==> config.mk <==
export PLATFORM = sky130hd
export DESIGN_NAME = serial_full_adder_module
export DESIGN_NICKNAME = d
export VERILOG_FILES = /design/src/rtl/serial_full_adder_module.sv
export SDC_FILE = /design/constraint.sdc
export NUM_CORES = 1
export LEC_CHECK = 0
export ABC_AREA = 0
export CAP_MARGIN = 10
export CORE_MARGIN = 2
export CORE_UTILIZATION = 25
export CTS_CLUSTER_SIZE = 25
export DETAILED_ROUTE_END_ITERATION = 6
export GPL_TIMING_DRIVEN = 0
export PLACE_DENSITY_LB_ADDON = 0.05
export SETUP_SLACK_MARGIN = 0.05
export SLEW_MARGIN = 10
export SYNTH_ARGS = -nofsm -noshare
export SYNTH_HDL_FRONTEND = slang
export SYNTH_SLANG_ARGS = --single-unit
==> constraint.sdc <==
create_clock -name clk -period 2.2 [get_ports clk]
set_input_delay 0.22 -clock clk [delete_from_list [all_inputs] [get_ports clk]]
set_output_delay 0.22 -clock clk [all_outputs]
set_load 0.005 [all_outputs]
==> src/rtl/serial_full_adder_module.sv <==
// ============================================================================
// Module  : serial_full_adder_module
// Brief   : Bit-serial WIDTH-bit adder (LSB first, one bit per clock) with
//           start/busy/done handshake, carry-out and signed overflow.
//           Optional subtract mode enabled by defining SERIAL_ADDER_SUB_EN.
// Revision: 1.0 - initial release
// ============================================================================
`default_nettype none

module serial_full_adder_module #(
    parameter int WIDTH = 8
) (
    input  logic             clk,
    input  logic             reset,
    input  logic             start,
    input  logic [WIDTH-1:0] a,
    input  logic [WIDTH-1:0] b,
    input  logic             cin,
`ifdef SERIAL_ADDER_SUB_EN
    input  logic             sub,
`endif
    output logic             busy,
    output logic             done,
    output logic [WIDTH-1:0] sum,
    output logic             cout,
    output logic             overflow
);

    localparam int                c_CW     = $clog2(WIDTH);
    localparam logic [c_CW-1:0]   c_LAST   = c_CW'(WIDTH - 1);
    localparam logic [c_CW-1:0]   c_PENULT = c_CW'(WIDTH - 2);

    typedef enum logic [1:0] {
        ST_IDLE = 2'd0,
        ST_RUN  = 2'd1,
        ST_DONE = 2'd2
    } state_t;

    state_t            r_state;
    state_t            w_state_next;

    logic [WIDTH-1:0]  r_a_sh;
    logic [WIDTH-1:0]  r_b_sh;
    logic [WIDTH-1:0]  r_res;
    logic              r_carry;
    logic              r_carry_msb;
    logic [c_CW-1:0]   r_cnt;

    logic              r_busy;
    logic              r_done;
    logic [WIDTH-1:0]  r_sum;
    logic              r_cout;
    logic              r_overflow;

    logic              w_load;
    logic              w_last;
    logic              w_s;
    logic              w_c_next;
    logic [WIDTH-1:0]  w_b_load;
    logic              w_c_load;

    // Subtraction is a + ~b + 1, so only the loaded B and initial carry change
`ifdef SERIAL_ADDER_SUB_EN
    assign w_b_load = sub ? ~b : b;
    assign w_c_load = sub ? 1'b1 : cin;
`else
    assign w_b_load = b;
    assign w_c_load = cin;
`endif

    assign w_load   = start && (r_state != ST_RUN);
    assign w_last   = (r_cnt == c_LAST);
    assign w_s      = r_a_sh[0] ^ r_b_sh[0] ^ r_carry;
    assign w_c_next = (r_a_sh[0] & r_b_sh[0]) |
                      (r_a_sh[0] & r_carry)   |
                      (r_b_sh[0] & r_carry);

    always_comb begin
        w_state_next = r_state;
        case (r_state)
            ST_IDLE: if (start) w_state_next = ST_RUN;
            ST_RUN:  if (w_last) w_state_next = ST_DONE;
            ST_DONE: w_state_next = start ? ST_RUN : ST_IDLE;
            default: w_state_next = ST_IDLE;
        endcase
    end

    // busy/done are decoded from the next state so they leave a flop directly
    always_ff @(posedge clk) begin
        if (reset) begin
            r_state <= ST_IDLE;
            r_busy  <= 1'b0;
            r_done  <= 1'b0;
        end else begin
            r_state <= w_state_next;
            r_busy  <= (w_state_next == ST_RUN);
            r_done  <= (w_state_next == ST_DONE);
        end
    end

    always_ff @(posedge clk) begin
        if (reset) begin
            r_a_sh      <= '0;
            r_b_sh      <= '0;
            r_res       <= '0;
            r_carry     <= 1'b0;
            r_carry_msb <= 1'b0;
            r_cnt       <= '0;
            r_sum       <= '0;
            r_cout      <= 1'b0;
            r_overflow  <= 1'b0;
        end else if (w_load) begin
            r_a_sh      <= a;
            r_b_sh      <= w_b_load;
            r_res       <= '0;
            r_carry     <= w_c_load;
            r_carry_msb <= 1'b0;
            r_cnt       <= '0;
        end else if (r_state == ST_RUN) begin
            r_a_sh  <= {1'b0, r_a_sh[WIDTH-1:1]};
            r_b_sh  <= {1'b0, r_b_sh[WIDTH-1:1]};
            r_res   <= {w_s, r_res[WIDTH-1:1]};
            r_carry <= w_c_next;
            r_cnt   <= r_cnt + 1'b1;
            if (r_cnt == c_PENULT) begin
                r_carry_msb <= w_c_next;
            end
            // Publish the finished result only on entry to DONE
            if (w_last) begin
                r_sum      <= {w_s, r_res[WIDTH-1:1]};
                r_cout     <= w_c_next;
                r_overflow <= w_c_next ^ r_carry_msb;
            end
        end
    end

    assign busy     = r_busy;
    assign done     = r_done;
    assign sum      = r_sum;
    assign cout     = r_cout;
    assign overflow = r_overflow;

endmodule

`default_nettype wire
### Word-level counts from Yosys, hierarchy flattened

Cells that the tools add are included.

* flip-flop bits (word level): 43
* logic and storage cells: 45

* add/sub/neg operators: 1
* eq/ne operators: 7
* muxes and demuxes: 10
* bitwise operators: 9
* reductions and logical operators: 6

Operators by type and width (number)
* 2-to-1 mux 8 bit: 4
* == test 3 bit (second input constant): 2
* one-hot mux 2 bit (3 select lines): 1
* == test 2 x 1 -> 1 bit (second input constant): 2
* == test 2 bit (second input constant): 2
* 2-to-1 mux 2 bit: 2
* adder 3 x 1 -> 3 bit (second input constant): 1
* bitwise AND 1 bit: 3
* 2-to-1 mux 1 bit: 3
* AND reduction 3 bit: 1
* XOR 1 bit: 3
* logical NOT 2 bit: 1
* inequality test 2 x 1 -> 1 bit (second input constant): 1
* bitwise OR 1 bit: 2
* AND reduction 2 bit: 1
* nonzero test 2 bit: 1
* OR reduction 2 bit: 1
* logical AND 1 bit: 1
* inverter 1 bit: 1

### Longest topological paths before layout

Gate-level depths: netlist (run 1).

* depth in word-level cells: 5
* mapped depth: 6
* mapped depth without buffers: 5

### Worst setup path before layout (run 1)

OpenSTA, ideal clock, no wires.

* path kind: reg2reg
* start: reg r_cnt[0]
* end: reg r_cout, in the netlist cout
* setup time: 0.071 ns
* arrival time: 1.250 ns
* required time: 2.129 ns
* setup slack: 0.880 ns
* stages on the path, launching flop included: 7
* path buffers: 1
* period minus slack after synthesis: 1.320 ns
* cell sequence: dfxtp_1 > ha_1 > ha_1 > nand3b_1 > clkbuf_1 > nand2_1 > a21oi_1

* word-level cells in the longest chain between the ends: 2

RTL lines
* start: declaration: RTL line 47 `logic [c_CW-1:0] r_cnt;`
* start signal: assignment: RTL line 124 `r_cnt <= r_cnt + 1'b1;`
* == test 3 bit: RTL line 72 `assign w_last = (r_cnt == c_LAST);`
* AND reduction 3 bit (no line)
* end signal: assignment: RTL line 131 `r_cout <= w_c_next;`
* end: declaration: RTL line 52 `logic r_cout;`

No other way between the ends.
A chain may end at the register's enable or synchronous reset.

### Worst setup path after layout (run 1)

* start: reg r_cnt[0]
* end: reg r_sum[7], in the netlist sum[7]

* word-level cells in the longest chain between the ends: 2

RTL lines
* == test 3 bit: RTL line 72
* AND reduction 3 bit (no line)
* end signal: assignment: RTL line 130 `r_sum <= {w_s, r_res[WIDTH-1:1]};`
* end: declaration: RTL line 51 `logic [WIDTH-1:0] r_sum;`

No other way between the ends.

==> flow_summary.ini, run 1 <==
[sta]
slew_headroom_pct = 66.22
hold_viol = 0
finalCriticalPeriod_ps = 1589
tns_ps = 0
worst_pin_slew_ps = 506.7
clock_skew_ps = 3.350
rsz0062_at_grt = false
finalMaxSlewViolations = 0
fin_crit_sh_pct = 72.23
finalSetupViolations = 0
max_freq_mhz = 629.3
fin_hold_ws_ps = 387.1

[setup_path]
r2r_end = sum[7]
cp.required_ps = 2420
cpPeakStageDelay_ps = 360
cp_slowest_cell = clkbuf_1
crit_buf_inv = 1
reg2reg_depth = 6
r2r-start = r_cnt[0]
path_max_fanout = 10
cp.arrival_ps = 1810
crit_type = flop to flop
crit_path_start_kind = flop
crit_top_cell = ha_1
crit_path_cell_trace = ha_1 -> ha_1 -> nand3b_1 -> clkbuf_1 -> nand2_1 -> a21oi_1
r2r_setup_slack_ps = 610
cp_top_family = adder cells
critPathCaptureType = flop

[routing]
route.detailed.drc = 0
vias = 1335
viasPerCell = 4.480
route.detailed.wl_per_inst_microns = 13.31
ant_nets = 0
drt_first_pass_iters = 4
wl_microns = 3967
drt_iter0_drc = 88

[power_and_ir_drop]
vdd_ir_drop_max_uv = 210.9
p_seq_share_pct = 51.2
p_int_mw = 1.218
p_leak_nw = 0.8269
cellPowerDensity_nw_per_um2 = 735.3
switchingPower_mw = 0.3782
p_sw_share_pct = 23.69
clkPwrFrac_pct = 37.5
pwr-share-comb_pct = 11.4

[global_routing]
gr-total-overflow = 0
grt_use_total_pct = 11.43
grt_max_degree = 14
grt_pass1_vias = 1315
grt_pass1_wl_microns = 6610
antenna_found_initial = 0

[yosys]
synth_area_sq_um = 1665
ys.warnings.count = 0
syn_avg_cell_area_sq_um = 9.100
ys_ff_latch = 42
synth_nets = 207
synthCells = 183
ys_types = 23
ys_seq_area_share_pct = 50.49

[worst_hold_path]
whs_endpoint = r_b_sh[0]
hold_path.startpoint = start
hp-class = primary input to flop
min_path_cells = 3

[floorplanning]
die_area_sq_um = 7330
rows = 29
core_sq_um = 6386
start_util_pct = 26.08
io-pin-count = 32
die_w_microns = 85.62
die_h_microns = 85.62

[clocking]
cts_tree = built
cts_hold_buf = 0
root_buffer = clkbuf_8
htree_levels = 2
cts_buffer_depth = 2
worstSkewPairLatency_ps = 290
cts.sinks = 42
cts_setup_buffers = 0
cts_buffers = 5
clk_transition_reported_paths_ps = 80
cts_resized = 0

[placement]
port_buffers = 30
gp_congestion = 0.7022
hpwl_microns = 2799

[run_status]
outcome = complete, no violations

[final_layout]
final_common_cell = dfxtp_1
syn2layout_area_growth_pct = 30.35
fin_nets = 244
mostFrequentLayoutCells = dfxtp_1 (42), nand2_1 (35), clkdlybuf4s50_1 (30)
n_antenna_cell = 0
layout-drive-gt1-share_pct = 7.692
fill_cells = 672

[flow_run]
cap_viol_max_count = 0
registers in the layout (all words and copies together), names as in the netlist:
register,flops
busy,1
cout,1
done,1
overflow,1
r_a_sh,8
r_b_sh,8
r_carry,1
r_carry_msb,1
r_cnt,3
r_res,7
r_state,2
sum,8
worst max-delay path by stage:
stage | startpoint | end | cells past startpoint
2_1_floorplan | r_cnt[0] | cout | 6
3_5_place_dp | r_cnt[0] | sum[7] | 6
5_1_grt | r_cnt[0] | sum[2] | 6
6_report | r_cnt[0] | sum[7] | 6
3_3_place_gp | r_cnt[0] | sum[2] | 6
4_1_cts | r_cnt[0] | sum[7] | 6
area by class of cell:
type                            count  area, sq um  share of cell area (%)
Tap cell                           77        96.34                   4.438
Buffer                             14        72.57                   3.343
Clock inverter                      3        40.04                   1.844
Sequential cell                    42        840.8                   38.73
Timing Repair Buffer               30        300.3                   13.83
Inverter                            2        7.507                  0.3458
Multi-Input combinational cell    125        744.5                   34.29
Clock buffer                        5        68.82                   3.170
tightest hold or removal path, stage by stage:
cell and delay (ps):
buf_4 170, mux2i_1 150, a211oi_1 80
cells in the mapped netlist, drive strengths merged:
master   number  area share, %
nand2b        1           0.38
nand3b        1           0.45
xnor2         2            1.1
a211oi       17            7.7
and3b         1           0.53
a21oi        18            5.4
nor2         22            5.0
nor3          2           0.60
buf           9            3.2
and2b         1           0.45
ha            3            2.3
mux2i        17             10
a21o          1           0.45
fa            1            1.2
o21ai         1           0.30
nand2        35            7.9
clkbuf        5            1.1
inv           2           0.45
a2bb2oi       1           0.53
dfxtp        42             50
nand4         1           0.38
layer usage:
| metal | vias to the layer above | track usage [%] | wire length [microns] |
|---|---|---|---|
| met2 | 30 | 17.90 | 1714 |
| met3 | 5 | 3.465 | 199 |
| met4 | 0 | 3.463 | 50 |
| met1 | 609 | 15.17 | 2003 |
| li1 | 691 | - | - |
| met5 | - | 0 | 0 |
cell families (layout without fill, tap and decap cells):
family / Yosys count / after routing / share of synthesized area [%]
muxes: 17 / 17 / 10.22
DFF: 42 / 42 / 50.49
buffers and inverters: 16 / 54 / 4.809
adders and majority gates: 4 / 4 / 3.456
xor gates and xnor gates: 2 / 2 / 1.052
AOI/OAI and AO/OA: 38 / 38 / 14.35
and+or+nand+nor: 64 / 64 / 15.63
metrics by stage:
stage / area, sq um / setup slack, ps / power [mW] / util [%] / cells
floorplan: 1665 / 879.8 / 0.9415 / - / 183
global placement: 2062 / 660.1 / 1.014 / 32.29 / 290
detailed placement: 2062 / 602.2 / 1.017 / 32.29 / 290
CTS: 2171 / 586.0 / 1.622 / 33.99 / 298
global route: 2171 / 389.3 / 1.677 / 33.99 / 298
finish: 2171 / 610.9 / 1.596 / 33.99 / 298
power groups by stage:
stage / Sequential [mW] / Combinational (mW) / Clock, mW
finish: 0.816 / 0.182 / 0.598
global route: 0.821 / 0.202 / 0.654
CTS: 0.816 / 0.185 / 0.621
detailed placement: 0.834 / 0.183 / 0
global placement: 0.833 / 0.180 / 0
floorplan: 0.829 / 0.112 / 0
Note: power is estimated with default switching activity, not from simulation.
==> run 2, diff against run 1 <==
Clock period 2.2 ns to 1.34 ns, I/O delays scaled along.
==> run 2 against run 1 <==
Effect of this change: sequential share of layout area fell by 2.3 points; combinational power rose by 75%; die area did not move; highest routed layer unchanged; final cell count rose by 2.3%; critical path depth fell by 1; non-clock buffer count rose by 7.
==> flow_summary.ini, run 2 (synthesis gave the netlist of run 1 again) <==
[floorplanning]
rows = 29
start_util_pct = 26.08
die_h_microns = 85.62
io-pin-count = 32
die_w_microns = 85.62
core_sq_um = 6386
die_area_sq_um = 7330

[run_status]
outcome = complete, no violations

[power_and_ir_drop]
vdd_ir_drop_max_uv = 507.8
p_sw_share_pct = 23.88
power_mw = 2.647
cellPowerDensity_nw_per_um2 = 1127
p_seq_share_pct = 50.8
p_leak_nw = 1.002
clkPwrFrac_pct = 37.2
pwr-share-comb_pct = 12.0
switchingPower_mw = 0.6321
p_int_mw = 2.015

[routing]
viasPerCell = 4.505
drt_first_pass_iters = 4
route.detailed.drc = 0
vias = 1374
route.detailed.wl_per_inst_microns = 13.33
ant_nets = 0
drt_iter0_drc = 80
wl_microns = 4065

[flow_run]
cap_viol_max_count = 0

[global_routing]
antenna_found_initial = 0
grt_use_total_pct = 11.50
grt_max_degree = 14
grt_pass1_wl_microns = 6541
gr-total-overflow = 0
grt_pass1_vias = 1307

[placement]
gp_congestion = 0.7594
port_buffers = 30
dpl-instance-area_sq_um = 2063
hpwl_microns = 2850

[setup_path]
cp.arrival_ps = 1490
path_max_fanout = 5
r2r_setup_slack_ps = 70
crit_type = flop to flop
cp.required_ps = 1550
crit_path_start_kind = flop
critPathCaptureType = flop

[final_layout]
layout-drive-gt1-share_pct = 23.25
syn2layout_area_growth_pct = 41.02
design_area_sq_um = 2349
regArea_sq_um = 855.8
post-route-util_pct = 36.78
fill_cells = 662
fin_nets = 251
n_antenna_cell = 0
multi_input_area_sq_um = 812.0
mostFrequentLayoutCells = nand2_1 (30), dfxtp_1 (30), clkdlybuf4s50_1 (23)

[sta]
fin_hold_ws_ps = 302.2
finalMaxSlewViolations = 0
finalSetupViolations = 0
slew_headroom_pct = 64.89
worst_pin_slew_ps = 526.7
rsz0062_at_grt = true
clock_skew_ps = 6.585
hold_viol = 0
fin_crit_sh_pct = 94.98
max_freq_mhz = 785.7
tns_ps = 0
finalCriticalPeriod_ps = 1273

[clocking]
htree_levels = 2
cts_buffers = 5
clk_transition_reported_paths_ps = 80
root_buffer = clkbuf_8
cts.sinks = 42
cts_tree = built
worstSkewPairLatency_ps = 290
cts_buffer_depth = 2

[worst_hold_path]
hp-class = primary input to flop
==> run 2: worst paths after layout <==
| check | cells past startpoint | to | startpoint |
|---|---|---|---|
| hold reg to reg | 2 | sum[5] | sum[5] |
| setup / recovery | 5 | overflow | r_cnt[1] |
| setup reg to reg | 5 | overflow | r_cnt[1] |
| hold / removal | 3 | r_a_sh[1] | start |
==> run 2: metal layers <==
layer | part of all wire, % | global-route usage, % | vias to the layer above | wire (microns)
met1 | 50 | 15.39 | 637 | 2031
li1 | - | - | 705 | -
met2 | 44 | 17.76 | 27 | 1791
met3 | 4.6 | 3.369 | 5 | 189
met4 | 1.3 | 3.896 | 0 | 53
met5 | 0 | 0 | - | 0
==> run 2: power groups by stage <==
stage	clock (mW)	combinational, mW	sequential (mW)
6_report	0.984	0.319	1.34
5_1_grt	1.08	0.355	1.35
4_1_cts	1.03	0.310	1.34
3_5_place_dp	0	0.301	1.37
3_3_place_gp	0	0.295	1.37
2_1_floorplan	0	0.185	1.36
==> run 2: cell type report <==
| class | instances | area share [%] |
|---|---|---|
| sequential | 42 | 36.44 |
| multi-input combinational | 125 | 34.58 |
| timing repair buffer | 37 | 15.77 |
| buffer | 14 | 4.156 |
| tap | 77 | 4.102 |
| clock buffer | 5 | 2.930 |
| clock inverter | 3 | 1.705 |
| inverter | 2 | 0.3197 |
==> run 2: repair_timing <==
item,CTS,global route
hold endpoints to repair,0,0
setup buffers,2,4
hold buffers,0,0
cloned,0,1
setup endpoints to repair,25,45
pin swaps,0,1
resized for setup,14,33
==> run 2: worst max-delay path: stages, from the launching register on <==
cell and delay [ps]:
dfxtp_2 340, ha_4 160, ha_4 150, and3b_2 220
buf_6 140, a211oi_2 190
==> run 2: per-stage QoR <==
stage,setup WS [ps],instances
after floorplan,67.12,183
after global placement,-72.69,290
after detailed placement,-97.62,290
after CTS,38.00,300
after global routing,11.32,305
final,67.26,305
==> run 3, diff against run 2 <==
Settings changed: CTS_CLUSTER_SIZE 25 to not set, SETUP_SLACK_MARGIN 0.05 to not set, TNS_END_PERCENT set to 30.
==> run 3 against run 2 <==
Effect of this change: routed wire length is 1.2% lower; final cell count down 1.6%; first-iteration DRC count fell by 6.3%; worst hold slack worse by 6.4 ps; critical path type unchanged; critical endpoint unchanged; largest cell class unchanged.
==> flow_summary.ini, run 3 (synthesis gave the netlist of run 1 again) <==
[power_and_ir_drop]
vdd_ir_drop_max_uv = 373.9
power_mw = 2.627
p_leak_nw = 0.8402
cellPowerDensity_nw_per_um2 = 1161

[placement]
hpwl_microns = 2799
gp_congestion = 0.7022
dpl-instance-area_sq_um = 2062
port_buffers = 30

[global_routing]
grt_max_degree = 14
grt_pass1_vias = 1331
gr-total-overflow = 0
grt_pass1_wl_microns = 6658
grt_use_total_pct = 11.51
antenna_found_initial = 0

[clocking]
cts_buffers = 5
htree_levels = 2
worstSkewPairLatency_ps = 290
cts.sinks = 42
root_buffer = clkbuf_8
cts_hold_buf = 0
clk_transition_reported_paths_ps = 80
cts_buffer_depth = 2
cts_tree = built

[sta]
worst_pin_slew_ps = 524.4
hold_viol = 0
tns_ps = 0
slew_headroom_pct = 65.04
finalMaxSlewViolations = 0
finalSetupViolations = 0
max_freq_mhz = 768.7
rsz0062_at_grt = true
finalCriticalPeriod_ps = 1301
fin_crit_sh_pct = 97.08
clock_skew_ps = 4.083
fin_hold_ws_ps = 295.8

[run_status]
outcome = complete, no violations

[routing]
drt_first_pass_iters = 4
route.detailed.wl_per_inst_microns = 13.39
viasPerCell = 4.483
drt_iter0_drc = 75
route.detailed.drc = 0
ant_nets = 0
vias = 1345
wl_microns = 4018

[final_layout]
regArea_sq_um = 843.3
layout-drive-gt1-share_pct = 14.35
fill_cells = 664
n_antenna_cell = 0
final_common_cell = dfxtp_1
syn2layout_area_growth_pct = 35.91
post-route-util_pct = 35.44
design_area_sq_um = 2263
fin_nets = 246
multi_input_area_sq_um = 799.5
mostFrequentLayoutCells = dfxtp_1 (40), nand2_1 (35), clkdlybuf4s50_1 (30)

[floorplanning]
die_h_microns = 85.62
io-pin-count = 32
die_w_microns = 85.62
die_area_sq_um = 7330
core_sq_um = 6386
rows = 29
start_util_pct = 26.08

[setup_path]
cp_slowest_cell = dfxtp_2
critPathCaptureType = flop
cpPeakStageDelay_ps = 350
r2r_end = overflow
crit_path_cell_trace = ha_4 -> ha_4 -> and3b_2 -> buf_6 -> a211oi_2
r2r-start = r_cnt[0]
reg2reg_depth = 5
cp.required_ps = 1550
cp.arrival_ps = 1510
path_max_fanout = 5
r2r_setup_slack_ps = 40
crit_top_cell = ha_4
crit_type = flop to flop
crit_path_start_kind = flop

[worst_hold_path]
hp-class = primary input to flop
whs_endpoint = r_cnt[1]
hold_path.startpoint = start
min_path_cells = 3

[flow_run]
cap_viol_max_count = 0
==> run 3: cell count changes in the layout (fill, tap and decap cells not counted), sizes merged <==
cell	previous run	this run
clkbuf	12	10
dlygate4sd2	1	0
dlymetal6s2s	6	0
buf	14	11
clkdlybuf4s50	23	30
==> run 3: repair_timing <==
item                       in CTS  in global routing
setup endpoints to repair      12                 19
resized for setup              10                 11
pin swaps                       0                  1
gates cloned                    0                  1
buffers inserted                0                  1
==> run 3: per-layer routing <==
layer,vias up,part of all wire [%],GRT usage (%)
li1,697,-,-
met1,620,50,15.34
met5,-,0,0
met3,5,4.1,3.465
met4,0,1.2,3.463
met2,23,44,17.97
==> run 3: final cells by class <==
class / instances / area share [%]
flip-flops and latches: 42 / 37.26
multi-input cells: 125 / 35.32
repair buffers: 32 / 14.10
well taps: 77 / 4.256
plain buffers: 14 / 3.925
clock buffers: 5 / 3.040
clock inverters: 3 / 1.769
inverters: 2 / 0.3317
==> run 3: where the power goes <==
group,internal (mW),switching [mW],total (mW),leakage (nW)
Sequential,1.31,0.0372,1.34,0.344
Clock,0.548,0.428,0.976,0.0579
Combinational,0.150,0.157,0.307,0.438
Total,2.00,0.622,2.63,0.840
==> run 3: how the worst max path moves through the flow <==
stage               start  slack [ps]   endpoint
2_1_floorplan    r_cnt[0]          20       cout
3_3_place_gp     r_cnt[0]        -200     sum[2]
3_5_place_dp     r_cnt[0]        -260     sum[7]
4_1_cts          r_cnt[0]           8     sum[7]
5_1_grt        r_state[1]         -30  r_a_sh[0]
6_report         r_cnt[0]          40   overflow
==> run 3: critical path: cells and delay by family (launching register included) <==
kind	cells	cell delay, ps
flip-flops	1	350
adder cells (fa/ha/maj)	2	320
AND/OR/NAND/NOR	1	230
AO/OA/AOI/OAI	1	190
buffers and inverters	1	140
==> run 3: stage by stage <==
step                      std cells  setup slack [ps]
final                           300             39.12
after global routing            300            -31.10
after CTS                       298             8.218
after detailed placement        290            -257.8
after global placement          290            -199.9
after floorplan                 183             19.79
